File: src/rtl/keccak_pkg.sv
// Shared definitions for the Keccak round-constant generator.
package keccak_pkg;

    localparam int KECCAK_NR_MAX = 24;

    // Round-constant LFSR: x^8+x^6+x^5+x^4+1, output taken from bit 0.
    localparam logic [7:0] RC_LFSR_SEED = 8'h01;
    localparam logic [7:0] RC_LFSR_TAPS = 8'h71;

    // Lane bit positions 2^j-1 that receive LFSR output bit j of a round.
    localparam logic [5:0] RC_BIT_POS [0:6] = '{6'd0, 6'd1, 6'd3, 6'd7, 6'd15, 6'd31, 6'd63};

    typedef enum logic [1:0] {
        IDLE = 2'd0,
        GEN  = 2'd1,
        HOLD = 2'd2,
        DONE = 2'd3
    } rc_gen_state_t;

endpackage

File: src/rtl/keccak_rc_lfsr_step.sv
// One combinational step of the round-constant LFSR.
module keccak_rc_lfsr_step (
    input  logic [7:0] r_in,
    output logic [7:0] r_out,
    output logic       bit_out
);
    import keccak_pkg::*;

    // The bit emitted by this step is the current LSB; feedback enters when
    // the MSB is shifted out.
    assign bit_out = r_in[0];
    assign r_out   = {r_in[6:0], 1'b0} ^ (r_in[7] ? RC_LFSR_TAPS : 8'h00);

endmodule

File: src/rtl/keccak_rc_gen.sv
// Sequential Keccak-f[1600] round-constant producer with valid/ready output.
// NR: rounds per permutation (1..24). UNROLL: LFSR steps per clock (1 or 7).
module keccak_rc_gen #(
    parameter int NR     = 24,
    parameter int UNROLL = 1
) (
    input  logic        clk,
    input  logic        rst_n,
    input  logic        start,
    input  logic        clear,
    output logic [63:0] rc,
    output logic        rc_valid,
    input  logic        rc_ready,
    output logic [4:0]  round_idx,
    output logic        rc_last,
    output logic        busy,
    output logic        done
);
    import keccak_pkg::*;

    localparam logic [2:0] J_INC      = 3'(UNROLL);
    localparam logic [4:0] LAST_ROUND = 5'(NR - 1);

    rc_gen_state_t state_reg, state_next;
    logic [7:0]    lfsr_reg, lfsr_next;
    logic [2:0]    j_reg, j_next;
    logic [63:0]   rc_reg, rc_next;
    logic [4:0]    round_reg, round_next;

    logic [7:0]    lfsr_stepped;
    logic [63:0]   gen_mask;

    // Chain of UNROLL LFSR steps; step gi produces sequence bit j+gi of the
    // current round, which lands on lane bit 2^(j+gi)-1.
    genvar gi;
    generate
        for (gi = 0; gi < UNROLL; gi++) begin : g_step
            logic [7:0]  r_in;
            logic [7:0]  r_out;
            logic        bit_out;
            logic [63:0] bit_mask;
            logic [63:0] mask_acc;

            if (gi == 0) begin : g_head
                assign r_in     = lfsr_reg;
                assign mask_acc = bit_mask;
            end else begin : g_tail
                assign r_in     = g_step[gi-1].r_out;
                assign mask_acc = g_step[gi-1].mask_acc | bit_mask;
            end

            assign bit_mask = {63'd0, bit_out} << RC_BIT_POS[j_reg + 3'(gi)];

            keccak_rc_lfsr_step u_step (
                .r_in    (r_in),
                .r_out   (r_out),
                .bit_out (bit_out)
            );
        end
    endgenerate

    assign lfsr_stepped = g_step[UNROLL-1].r_out;
    assign gen_mask     = g_step[UNROLL-1].mask_acc;

    // Next-state and datapath updates; clear overrides every other input.
    always_comb begin
        state_next = state_reg;
        lfsr_next  = lfsr_reg;
        j_next     = j_reg;
        rc_next    = rc_reg;
        round_next = round_reg;
        if (clear) begin
            state_next = IDLE;
            lfsr_next  = RC_LFSR_SEED;
            j_next     = 3'd0;
            rc_next    = 64'd0;
            round_next = 5'd0;
        end else begin
            case (state_reg)
                IDLE: begin
                    if (start) begin
                        state_next = GEN;
                        lfsr_next  = RC_LFSR_SEED;
                        j_next     = 3'd0;
                        rc_next    = 64'd0;
                        round_next = 5'd0;
                    end
                end
                GEN: begin
                    // LFSR is never reseeded between rounds: bit t of the
                    // sequence feeds round t/7.
                    lfsr_next = lfsr_stepped;
                    rc_next   = rc_reg | gen_mask;
                    j_next    = j_reg + J_INC;
                    if ((j_reg + J_INC) == 3'd7) begin
                        state_next = HOLD;
                    end
                end
                HOLD: begin
                    if (rc_ready) begin
                        if (round_reg == LAST_ROUND) begin
                            state_next = DONE;
                        end else begin
                            state_next = GEN;
                            round_next = round_reg + 5'd1;
                            j_next     = 3'd0;
                            rc_next    = 64'd0;
                        end
                    end
                end
                DONE: begin
                    state_next = IDLE;
                end
                default: begin
                    state_next = IDLE;
                end
            endcase
        end
    end

    // FSM state register.
    always_ff @(posedge clk or negedge rst_n) begin
        if (!rst_n) begin
            state_reg <= IDLE;
        end else begin
            state_reg <= state_next;
        end
    end

    // Datapath registers: LFSR, step counter, constant under assembly, round.
    always_ff @(posedge clk or negedge rst_n) begin
        if (!rst_n) begin
            lfsr_reg  <= RC_LFSR_SEED;
            j_reg     <= 3'd0;
            rc_reg    <= 64'd0;
            round_reg <= 5'd0;
        end else begin
            lfsr_reg  <= lfsr_next;
            j_reg     <= j_next;
            rc_reg    <= rc_next;
            round_reg <= round_next;
        end
    end

    assign rc        = rc_reg;
    assign rc_valid  = (state_reg == HOLD);
    assign round_idx = round_reg;
    assign rc_last   = rc_valid && (round_reg == LAST_ROUND);
    assign busy      = (state_reg != IDLE);
    assign done      = (state_reg == DONE);

endmodule

File: config.mk
export PLATFORM = sky130hd
export DESIGN_NAME = keccak_rc_gen
export DESIGN_NICKNAME = d
export VERILOG_FILES = /design/src/rtl/keccak_pkg.sv /design/src/rtl/keccak_rc_lfsr_step.sv /design/src/rtl/keccak_rc_gen.sv
export SDC_FILE = /design/constraint.sdc
export NUM_CORES = 1
export LEC_CHECK = 0
export CORE_MARGIN = 2
export CORE_UTILIZATION = 53
export CTS_CLUSTER_SIZE = 14
export DETAILED_ROUTE_END_ITERATION = 16
export GPL_TIMING_DRIVEN = 0
export PLACE_DENSITY = 0.85
export SLEW_MARGIN = 0
export SYNTH_ARGS = -nofsm -noshare
export SYNTH_HDL_FRONTEND = slang
export SYNTH_SLANG_ARGS = --single-unit
File: constraint.sdc
create_clock -name clk -period 4.5 [get_ports clk]
set_input_delay 0.9 -clock clk [delete_from_list [all_inputs] [get_ports clk]]
set_output_delay 0.9 -clock clk [all_outputs]
set_load 0.01 [all_outputs]
---- Word-level counts from Yosys, hierarchy flattened ----
Memories as Yosys holds them, arrays and structs flattened.
Index checks and enable logic that the tools add are counted.
word-level totals
  flip-flop bits (word level) ............. 82
  bits in read-only memories .............. 48
  output and inout port bits .............. 73
  memories kept ........................... 1
cells by class
  add/sub/neg operators ................... 2
  $lt $le $gt $ge ......................... 1
  equality and inequality tests ........... 9
  shift-type cells ........................ 1
  multiplexer cells ....................... 27
  bitwise operators ....................... 3
  reduce and logical (&&, ||, !) cells .... 10
memories
  memory            words  width  rd ports  clocked after Yosys merged registers in  wr ports  RTL line             text
  (name not given)  8      6      1         0                                        0         keccak_rc_gen.sv:52  assign bit_mask = {63'd0, bit_out} << RC_BIT_POS[j_reg + 3'(gi)];
operators with widths
  cell                                                            count
  64-bit 2-to-1 mux                                               4
  64-bit one-hot mux with 3 select lines                          1
  64-bit bitwise OR                                               1
  1-bit by 6-bit << shifter with 64-bit output                    1
  5-bit 2-to-1 mux                                                4
  8-bit 2-to-1 mux                                                2
  8-bit one-hot mux with 2 select lines                           1
  3-bit 2-to-1 mux                                                4
  6-bit 2-to-1 mux                                                2
  2-bit 2-to-1 mux                                                5
  5-bit one-hot mux with 2 select lines                           1
  3-bit != test (second input constant)                           3
  3-bit one-hot mux with 3 select lines                           1
  2-bit one-hot mux with 4 select lines                           1
  4-bit AND reduction                                             2
  8-bit bitwise XOR                                               1
  7-bit 2-to-1 mux                                                1
  3-bit nonzero test                                              2
  5-bit by 1-bit adder with 5-bit output (second input constant)  1
  5-bit == test (second input constant)                           1
  2-bit == test (second input constant)                           2
  4-bit greater-or-equal comparator (second input constant)       1
  3-bit inverter with 4-bit output                                1
  4-bit nonzero test                                              1
  9 further kinds                                                 9

---- Logic depth before layout (Yosys ltp) ----
Gate-level depths: netlist (run 1).
  depth in word-level cells ............... 8
  depth in mapped cells ................... 7
  depth with buffers taken out ............ 6

---- Modules after synthesis ----
Synthesis (run 1) repeated with hierarchy kept, for this count alone.
unflattened totals
  cell total of the unflattened synthesis .. 252
  area, all modules ....................... 3174.3 um^2
by module, submodules not included
  module               times used  cells each  area each (um^2)  seq. area each (um^2)
  keccak_rc_gen        1           243         3103.0            2053.2
  keccak_rc_lfsr_step  1           9           71.3              0.0

---- Worst setup path after synthesis (run 1) ----
No wires, ideal clock.
  path kind ............................... input port to flip-flop
  start point ............................. input port rc_ready
  end point ............................... register rc_reg[15], in the netlist rc[15]
  setup time .............................. 0.132 ns
  arrival time ............................ 1.866 ns
  slack ................................... 2.502 ns
  cell stages on the path ................. 6
  path buffers ............................ 2
  path through ............................ and3b_1 buf_6 a211o_4 buf_6 a41oi_1 nor2_1
on the way
  cells in the longest elaborated chain, start to end .. 2
ends and longest elaborated chain
  element                                             RTL line              text
  from (decl)                                         keccak_rc_gen.sv:13   input logic rc_ready,
  3-bit by 2-bit != test with 1-bit output (no line)  --
  4-bit AND reduction (no line)                       --
  to (signal assigned)                                keccak_rc_gen.sv:140  rc_reg <= rc_next;
  to (decl)                                           keccak_rc_gen.sv:27   logic [63:0] rc_reg, rc_next;
Every way passes these cells.
A chain may end at the register's enable or synchronous reset.

---- Worst setup path in the final report (run 1) ----
  start point ............................. register round_reg[0], in the netlist round_idx[0]
  end point ............................... output port rc_last
on the way
  cells in the longest elaborated chain, start to end .. 2
ends and longest elaborated chain
  element                 RTL line              text
  from (decl)             keccak_rc_gen.sv:28   logic [4:0] round_reg, round_next;
  from (signal assigned)  keccak_rc_gen.sv:141  round_reg <= round_next;
  5-bit == test           keccak_rc_gen.sv:148  assign rc_last = rc_valid && (round_reg == LAST_ROUND);
  1-bit logical AND       keccak_rc_gen.sv:148
  to (decl)               keccak_rc_gen.sv:15   output logic rc_last,
Every way passes these cells.

==> impl.org, run 1 <==
** STA
- The max-slew violation total from the final report was 0.
- Minimum clock period after layout :: around 2.9 ns
- Ratio of final minimum period to clock period :: 64.3%
- Between clock sinks in the finished design, the worst skew comes to a little under 0.009 ns.
- Slew at the pin closest to its max-slew limit :: 0.448 ns
- The count of final hold-check violations was 0.
- The worst pin sits at a relative slew slack of between 70 and 80%.
- FMAX :: ~350 MHz
- Setup violations remaining at the end of the flow were counted as 0.
- After layout, the worst setup slack is approximately 1.6 ns.
- Setup repair after global routing missed its margin :: no

** Worst setup path
- The worst setup path is captured at a primary output.
- The worst setup path is of the reg -> out kind.
- Type of element launching the critical path :: flop
- CP Max Fanout :: 7
- Critical path data required time :: around 3.6 ns
- STA puts the critical path data arrival time at between 1.5 and 2 ns.

** Pwr
- Leakage power figure :: ~2.2 nW
- Power spread over the standard cell area amounts to roughly 350 nW/µm².
- The design draws ~1.5 mW.
- IR analysis of the VDD net gives a maximum drop of ~0.28 mV.

** CTS
- Clk buf depth :: 2
- Root buffer cell :: sky130_fd_sc_hd__clkbuf_8
- Number of gates resized after cts :: 0
- Clock tree synthesis inserted a total of 9 buffers.
- TritonCTS built the clock tree.
- The clock drives 82 sinks.
- H-tree Lvls :: 3
- Post-CTS Hold Buffers :: 0
- Clock latency on the worst-skew pair :: 0.35 ns
- Clock-pin slew was measured on the worst setup and hold paths at approximately 0.080 ns.
- The number of setup buffers added after CTS is 0.

** Run status
- The flow ran to the end, and the final reports show no timing, DRC or antenna violations.

** Synth
- After synthesis, the mean cell area works out to 12.1 µm².
- Area contributors post-synth :: sky130_fd_sc_hd__dfrtp_1 (63%), sky130_fd_sc_hd__and3_1 (9.6%), sky130_fd_sc_hd__a41oi_1 (3.3%)
- EDFF count, synth :: 0
- Summed over its instances, the top area cell type makes up roughly 63% of the synthesized netlist area.
- Cell Area, Synth :: 3210 µm²
- In this run, synthesis produced a sequential element count of a little over 80.
- Synthesized instance count :: approximately 270
- When the netlist entered floorplanning its net count stood at 276.
- Yosys warns :: 0
- Synthesis instantiated 38 different standard cells from the library.
- Post-synth ARST share :: 100%
- Sequential cells were found to cover 64.0% of the synthesized design area.
- In the synthesized netlist the dominant register cell turns out to be sky130_fd_sc_hd__dfrtp_1.
- The largest total area in the synthesized netlist belongs to sky130_fd_sc_hd__dfrtp_1.

** Die
- Rows :: 28
- The die covers approximately 6700 µm².
- The floorplan step set the die width to 81.8 µm.
- Pin placement for this block handled 78 I/O pins.
- Chip height :: 81.8 µm
- Initial standard-cell utilization of the core :: a little over half
- The total area inside the core boundary comes to roughly 6000 µm².

** Final layout
- Layout-stage area growth over the synthesis result :: 36.0%
- Once layout is complete, the utilization of the core stands at between 70 and 80%.
- Max FFs per register :: 64
- Number of nets in the final layout :: between 300 and 400
- Most common cell after layout, fill and taps aside :: sky130_fd_sc_hd__dfrtp_1
- The repair_antennas step left the layout with diodes totalling 0.
- Fraction of layout instances using a drive strength above 1 :: under 10%
- In the layout the commonest cells are sky130_fd_sc_hd__dfrtp_1 (81), sky130_fd_sc_hd__clkdlybuf4s50_1 (76), sky130_fd_sc_hd__and3_1 (49), sky130_fd_sc_hd__nor2_1 (27), sky130_fd_sc_hd__clkbuf_1 (15).

** Global routing
- Initial antenna violation count :: 0
- GRT Util Overall :: roughly a quarter
- The first global-routing pass estimated around 12 mm of wire.
- Entering global routing, the biggest net connects 54 pins.
- For this run the aggregate overflow at the end of global routing stands at 0.
- Vias in the first global route :: between 2k and 2.5k

** Routing
- Via density per instance :: 5.58
- The first detailed-routing pass ran for 5 iterations.
- Number of design-rule violations left by the first detailed-router iteration :: approximately 130
- Total Wirelength :: around 7 mm
- Total DRC errors in the routed layout :: 0
- Number of antenna-violating nets in the routed design :: 0
- Routed wire per std cell :: between 15 and 20 µm
- Vias :: between 2k and 2.5k

** Placed design
- Routability-driven placement finished with a final weighted congestion of around 0.76.
- Total half-perimeter wirelength after legalization and detailed placement :: slightly below 5 mm
- IO buf count :: just under 80
- Dpl ws :: ~1.8 ns

** Flow run
- Max Cap Viol :: 0

** Worst hold path
- The path class of the tightest hold or removal check is in -> async.
## layout make-up
type,instances,area [µm²]
Buffer,20,98.8
Clock buffer,10,128
Clock inverter,6,138
Fill cell,405,1520
Inverter,9,33.8
Multi-Input combinational cell,155,1020
Sequential cell,82,2050
Tap cell,75,93.8
Timing Repair Buffer,78,796
## power by group
part	switching (mW)	internal, mW	total (mW)	leakage [nW]
clock	0.264	0.428	0.692	0.131
sequential	0.00283	0.741	0.744	1.14
combinational	0.0565	0.0255	0.0820	0.899
total	0.323	1.19	1.52	2.17
## metal layers
layer | global-route usage [%] | part of all wire, % | up-vias
li1 | - | - | 1124
met1 | 32.6 | 44 | 1208
met2 | 35.4 | 49 | 78
met3 | 4.95 | 4.9 | 18
met4 | 10.7 | 2.7 | 0
met5 | 0 | 0 | -
## synthesized netlist by cell type (2+ instances only)
master and n:
sky130_fd_sc_hd__dfrtp_1 81, sky130_fd_sc_hd__and3_1 49, sky130_fd_sc_hd__nor2_1 27, sky130_fd_sc_hd__clkbuf_1 14, sky130_fd_sc_hd__a41oi_1 12, sky130_fd_sc_hd__inv_1 9
sky130_fd_sc_hd__a22o_1 8, sky130_fd_sc_hd__a21oi_1 7, sky130_fd_sc_hd__ha_1 5, sky130_fd_sc_hd__nand2_1 5, sky130_fd_sc_hd__nand4_1 4, sky130_fd_sc_hd__nor2b_1 4
sky130_fd_sc_hd__nor3_1 4, sky130_fd_sc_hd__o21a_1 4, sky130_fd_sc_hd__nand3_1 3, sky130_fd_sc_hd__xor2_1 3, sky130_fd_sc_hd__a311oi_1 2, sky130_fd_sc_hd__buf_4 2
sky130_fd_sc_hd__buf_6 2, sky130_fd_sc_hd__nand2b_1 2, sky130_fd_sc_hd__o21ai_1 2
## per-stage QoR
stage	std cells	setup TNS [ns]	cell area (µm²)	hold WS [ns]
6_report	435	0	4360	0.468
3_5_place_dp	419	0	4100	0.483
3_3_place_gp	418	-12.51	4070	0.475
5_1_grt	435	0	4360	0.485
2_1_floorplan	266	0	3210	0.466
4_1_cts	435	0	4360	0.472
## critical path, cell delays in order (launching register included)
cell and delay (ns):
sky130_fd_sc_hd__dfrtp_1 0.42, sky130_fd_sc_hd__ha_1 0.27, sky130_fd_sc_hd__nand4b_2 0.25, sky130_fd_sc_hd__nor2_1 0.16, sky130_fd_sc_hd__clkdlybuf4s50_1 0.55
## path summary, 6_finish.rpt
path,startpoint,endpoint,slack [ns],depth (start not counted)
max,round_idx[0],rc_last,1.61,4
min in group clk,g_step[0].r_in[2],g_step[0].r_in[3],0.50,1
max in group asynchronous,rst_n,g_step[0].r_in[0],3.42,2
min,rst_n,rc[27],0.47,1
min reg2reg,g_step[0].r_in[2],g_step[0].r_in[3],0.50,1
max reg2reg,round_idx[0],rc[59],2.46,6
## cells by family (layout without fill, tap and decap cells)
| kind of cell | count (synthesis) | count (layout) | synth area share [%] |
|---|---|---|---|
| mux | 1 | 1 | 0.351 |
| xor+xnor | 3 | 3 | 0.819 |
| simple gates | 104 | 104 | 18.1 |
| fa+ha+maj | 5 | 5 | 1.95 |
| buf+inv | 29 | 123 | 4.13 |
| compound gates | 42 | 42 | 10.7 |
| flops | 82 | 82 | 64.0 |
No activity file was read; power rests on OpenSTA's default activity.
==> run 2, diff against run 1 <==
--- a/config.mk
+++ b/config.mk
@@ -6,11 +6,11 @@
 export NUM_CORES = 1
 export LEC_CHECK = 0
 export CORE_MARGIN = 2
-export CORE_UTILIZATION = 53
+export CORE_UTILIZATION = 49
 export CTS_CLUSTER_SIZE = 14
 export DETAILED_ROUTE_END_ITERATION = 16
 export GPL_TIMING_DRIVEN = 0
-export PLACE_DENSITY = 0.85
+export PLACE_DENSITY = 0.79
 export SLEW_MARGIN = 0
 export SYNTH_ARGS = -nofsm -noshare
 export SYNTH_HDL_FRONTEND = slang
==> constraint.sdc (replaced) <==
create_clock -name clk -period 3.05 [get_ports clk]
set_input_delay 0.61 -clock clk [delete_from_list [all_inputs] [get_ports clk]]
set_output_delay 0.61 -clock clk [all_outputs]
set_load 0.01 [all_outputs]
==> run 2 against run 1 <==
Clock skew rose by 0.0023 ns. Cell count rose by 0.46%. Critical path depth did not move. Power rose by 27%. Global-route usage fell by 2.6 points. Clock power rose by 3.2%. Count of clock-buffer cells in the layout did not move. Non-clock buffer count did not move. Worst hold slack got worse by 0.33 ns. Critical path type unchanged. Largest cell class unchanged.
==> impl.org, run 2 (synthesis results as in run 1) <==
** Run status
- Outcome :: finished, final reports clean (unchanged)

** CTS
- The number of CTS-inserted buffers is 9 (unchanged).
- H-tree Lvls :: 3 (unchanged)
- The number of buffers added to fix hold violations after cts is 0 (unchanged).
- Clk buf depth :: 2 (unchanged)
- The post-CTS setup buffer count is 0 (unchanged).
- TritonCTS clock tree :: done (unchanged)
- The number of clock sinks seen by CTS is 82 (unchanged).
- Clock latency on the worst-skew pair :: 0.36 ns (was 0.35 ns)
- The clock transition at the registers of the reported paths is 0.09 ns (was 0.08 ns).
- The number of gates resized after CTS came to 0 (unchanged).
- Root buffer cell :: sky130_fd_sc_hd__clkbuf_8 (unchanged)

** STA
- Minimum clock period after layout :: around 2.6 ns
- Slew margin rel. :: 69.4% (was 70.0%)
- In the finished design, the share of the clock period the worst path needs comes to a little under nine tenths.
- Final Setup Violations :: 0 (unchanged)
- Clock Skews :: 0.0110 ns (was 0.00866 ns)
- Slew at the pin closest to its max-slew limit :: 0.457 ns (was 0.448 ns)
- Setup repair after global routing missed its margin :: no (unchanged)
- Max Slew Vio Count :: 0 (unchanged)
- FMAX :: approximately 380 MHz
- The final hold slack came to 0.134 ns (was 0.468 ns).
- Final total negative setup slack :: 0 ns (unchanged)
- Final Hold Fails :: 0 (unchanged)

** Worst setup path
- The origin of the critical flop-to-flop path is round_idx[0] (unchanged).
- Register-to-register setup slack :: 1.04 ns (was 2.46 ns)
- The cell class contributing the biggest share of worst-path delay is buffers and inverters (unchanged).
- The category of the worst setup path launch point is a flop (unchanged).
- The depth of the most critical reg-to-reg path is 6 (unchanged).
- CP Launch Point :: round_idx[0] (unchanged)
- The end point of the critical path is rc_last (unchanged).
- The arrival time at the worst endpoint came to 2.01 ns (was 1.99 ns).
- The critical path required time was 2.44 ns (was 3.60 ns).
- The worst setup path category is reg -> out (unchanged).
- The worst stage delay on the critical path was 0.55 ns (about the same).
- CP Cell Sequence :: ha_1 > nand4b_2 > nor2_1 > clkdlybuf4s50_1 (unchanged)
- CP max stage cell :: sky130_fd_sc_hd__clkdlybuf4s50_1 (unchanged)
- The number of logic stages on the critical path including buffering was 4 (unchanged).
- The capture instance of the worst register-to-register path is rc[47] (was rc[59]).
- The category of the worst setup path capture point is a primary output (unchanged).
- CP Max Fanout :: 7 (unchanged)
- The combined buffer and inverter count along the critical path is 1 (unchanged).

** Flow run
- The max-capacitance violation count was 0 (unchanged).

** Global routing
- The total routing resource utilization after global routing is 20.8% (was 23.3%).
- Initial antenna violation count :: 0 (unchanged)
- The global-route wire length before repair was 11.6 mm (was 11.7 mm).
- Vias in the first global route :: 2293 (was 2396)
- Total overflow reported by the global router :: 0 (unchanged)
- Largest net degree at the start of global routing :: 63 (was 54)

** Die
- Count of boundary I/O pins :: 78 (unchanged)
- Floorplan core area :: 6350 µm² (was 5890 µm²)
- The number of cell rows was 29 (was 28).
- Die area :: 7210 µm² (was 6690 µm²)
- Initial standard-cell utilization of the core :: 50.5% (was 54.5%)
- Horiz. Die Dim :: 84.9 µm (was 81.8 µm)
- Chip height :: 84.9 µm (was 81.8 µm)

** Pwr
- The total leakage power came to 2.11 nW (was 2.17 nW).
- Ratio of total power to cell area :: 451 nW/µm² (was 348 nW/µm²)
- The worst voltage drop across the vdd grid came to 0.261 mV (was 0.279 mV).

** Final layout
- Number of antenna diodes :: 0 (unchanged)
- Layout-stage area growth over the synthesis result :: 33.3% (was 36.0%)
- The count of nets after finishing was 365 (unchanged).
- Commonest cells after routing, fill and taps aside :: sky130_fd_sc_hd__dfrtp_1 (81), sky130_fd_sc_hd__clkdlybuf4s50_1 (76), sky130_fd_sc_hd__and3_1 (49), sky130_fd_sc_hd__nor2_1 (27), sky130_fd_sc_hd__clkbuf_1 (15) (unchanged)
- Core occupancy in the finished layout :: 67.4% (was 74.1%)
- Max FFs per register :: 64 (unchanged)
- The most common cell after layout, fill and taps aside is sky130_fd_sc_hd__dfrtp_1 (unchanged).
- Fraction of layout instances using a drive strength above 1 :: 8.06% (unchanged)
- Cell area after layout :: 4280 µm² (was 4360 µm²)
- The non-filler instance count after layout was 437 (was 435).

** Routing
- The total DRC errors in the routed layout came to 0 (unchanged).
- Via density per instance :: 5.39 (was 5.58)
- Routed wire per std cell :: 15.9 µm (was 16.4 µm)
- Number of antenna-violating nets in the routed design :: 0 (unchanged)
- The vias after detailed routing came to 2354 (was 2428).
- The DRC violation total after the first TritonRoute iteration came to 156 (was 125).
- Number of detailed-route iterations in the first pass :: 4 (was 5)
- The total wire length after detailed routing was 6.95 mm (was 7.12 mm).

** Placed design
- The count of input and output buffers is 77 (unchanged).
- The post-detailed-placement half-perimeter wirelength is 4.98 mm (was 4.97 mm).
- Area after detailed placement :: 4100 µm² (about the same)
- Placed cells :: 421 (was 419)
- The placer's final routability congestion estimate is 0.766 (was 0.761).

** Worst hold path
- The path category of the worst min-delay check is in -> async (unchanged).
run 2: changes by cell type in the layout (fill, tap and decap cells not counted):
cell                         delta
sky130_fd_sc_hd__bufinv_16      -4
sky130_fd_sc_hd__inv_8          +1
sky130_fd_sc_hd__clkinvlp_4     +4
sky130_fd_sc_hd__clkinv_4       -1
run 2: how the worst min path moves through the flow:
stage,start,end,cells after the start
final,rst_n,rc[55],1
after global placement,g_step[0].r_in[2],g_step[0].r_in[3],1
after floorplan,rst_n,g_step[0].r_in[1],0
after CTS,rst_n,rc[61],1
after detailed placement,rc[43],rc[43],1
after global routing,rst_n,rc[56],1
run 2: area by class of cell:
type	count	area, µm²
plain buffers	20	98.8
clock buffers	10	128
clock inverters	6	50.0
fillers	472	2070
inverters	9	33.8
multi-input cells	155	1020
flip-flops and latches	82	2050
well taps	77	96.3
repair buffers	78	796
run 2: power by group:
group,internal (mW),leakage (nW),switching (mW)
registers,1.09,1.14,0.00419
logic,0.0378,0.899,0.0810
clock network,0.304,0.0771,0.410
total,1.44,2.11,0.495
run 2: worst reg2reg max path, delay by kind of cell (launching register included):
kind                       cells  cell delay [ns]
AOI/OAI and AO/OA              1             0.43
adders and majority gates      1             0.27
buffers and inverters          1             0.25
DFF                            1             0.42
and+or+nand+nor                3             0.58
run 2: metrics by stage:
step                power, mW  setup slack, ns
finish                   1.93            0.435
global route             2.02            0.298
CTS                      1.95            0.422
detailed placement       1.24            0.723
global placement         1.23            -1.41
floorplan                1.18             1.32
run 2: layer usage:
metal | global-route usage, % | share of wire [%]
met1 | 29.3 | 47
met4 | 8.80 | 2.1
met5 | 0 | 0
met2 | 31.2 | 47
met3 | 4.86 | 4.1
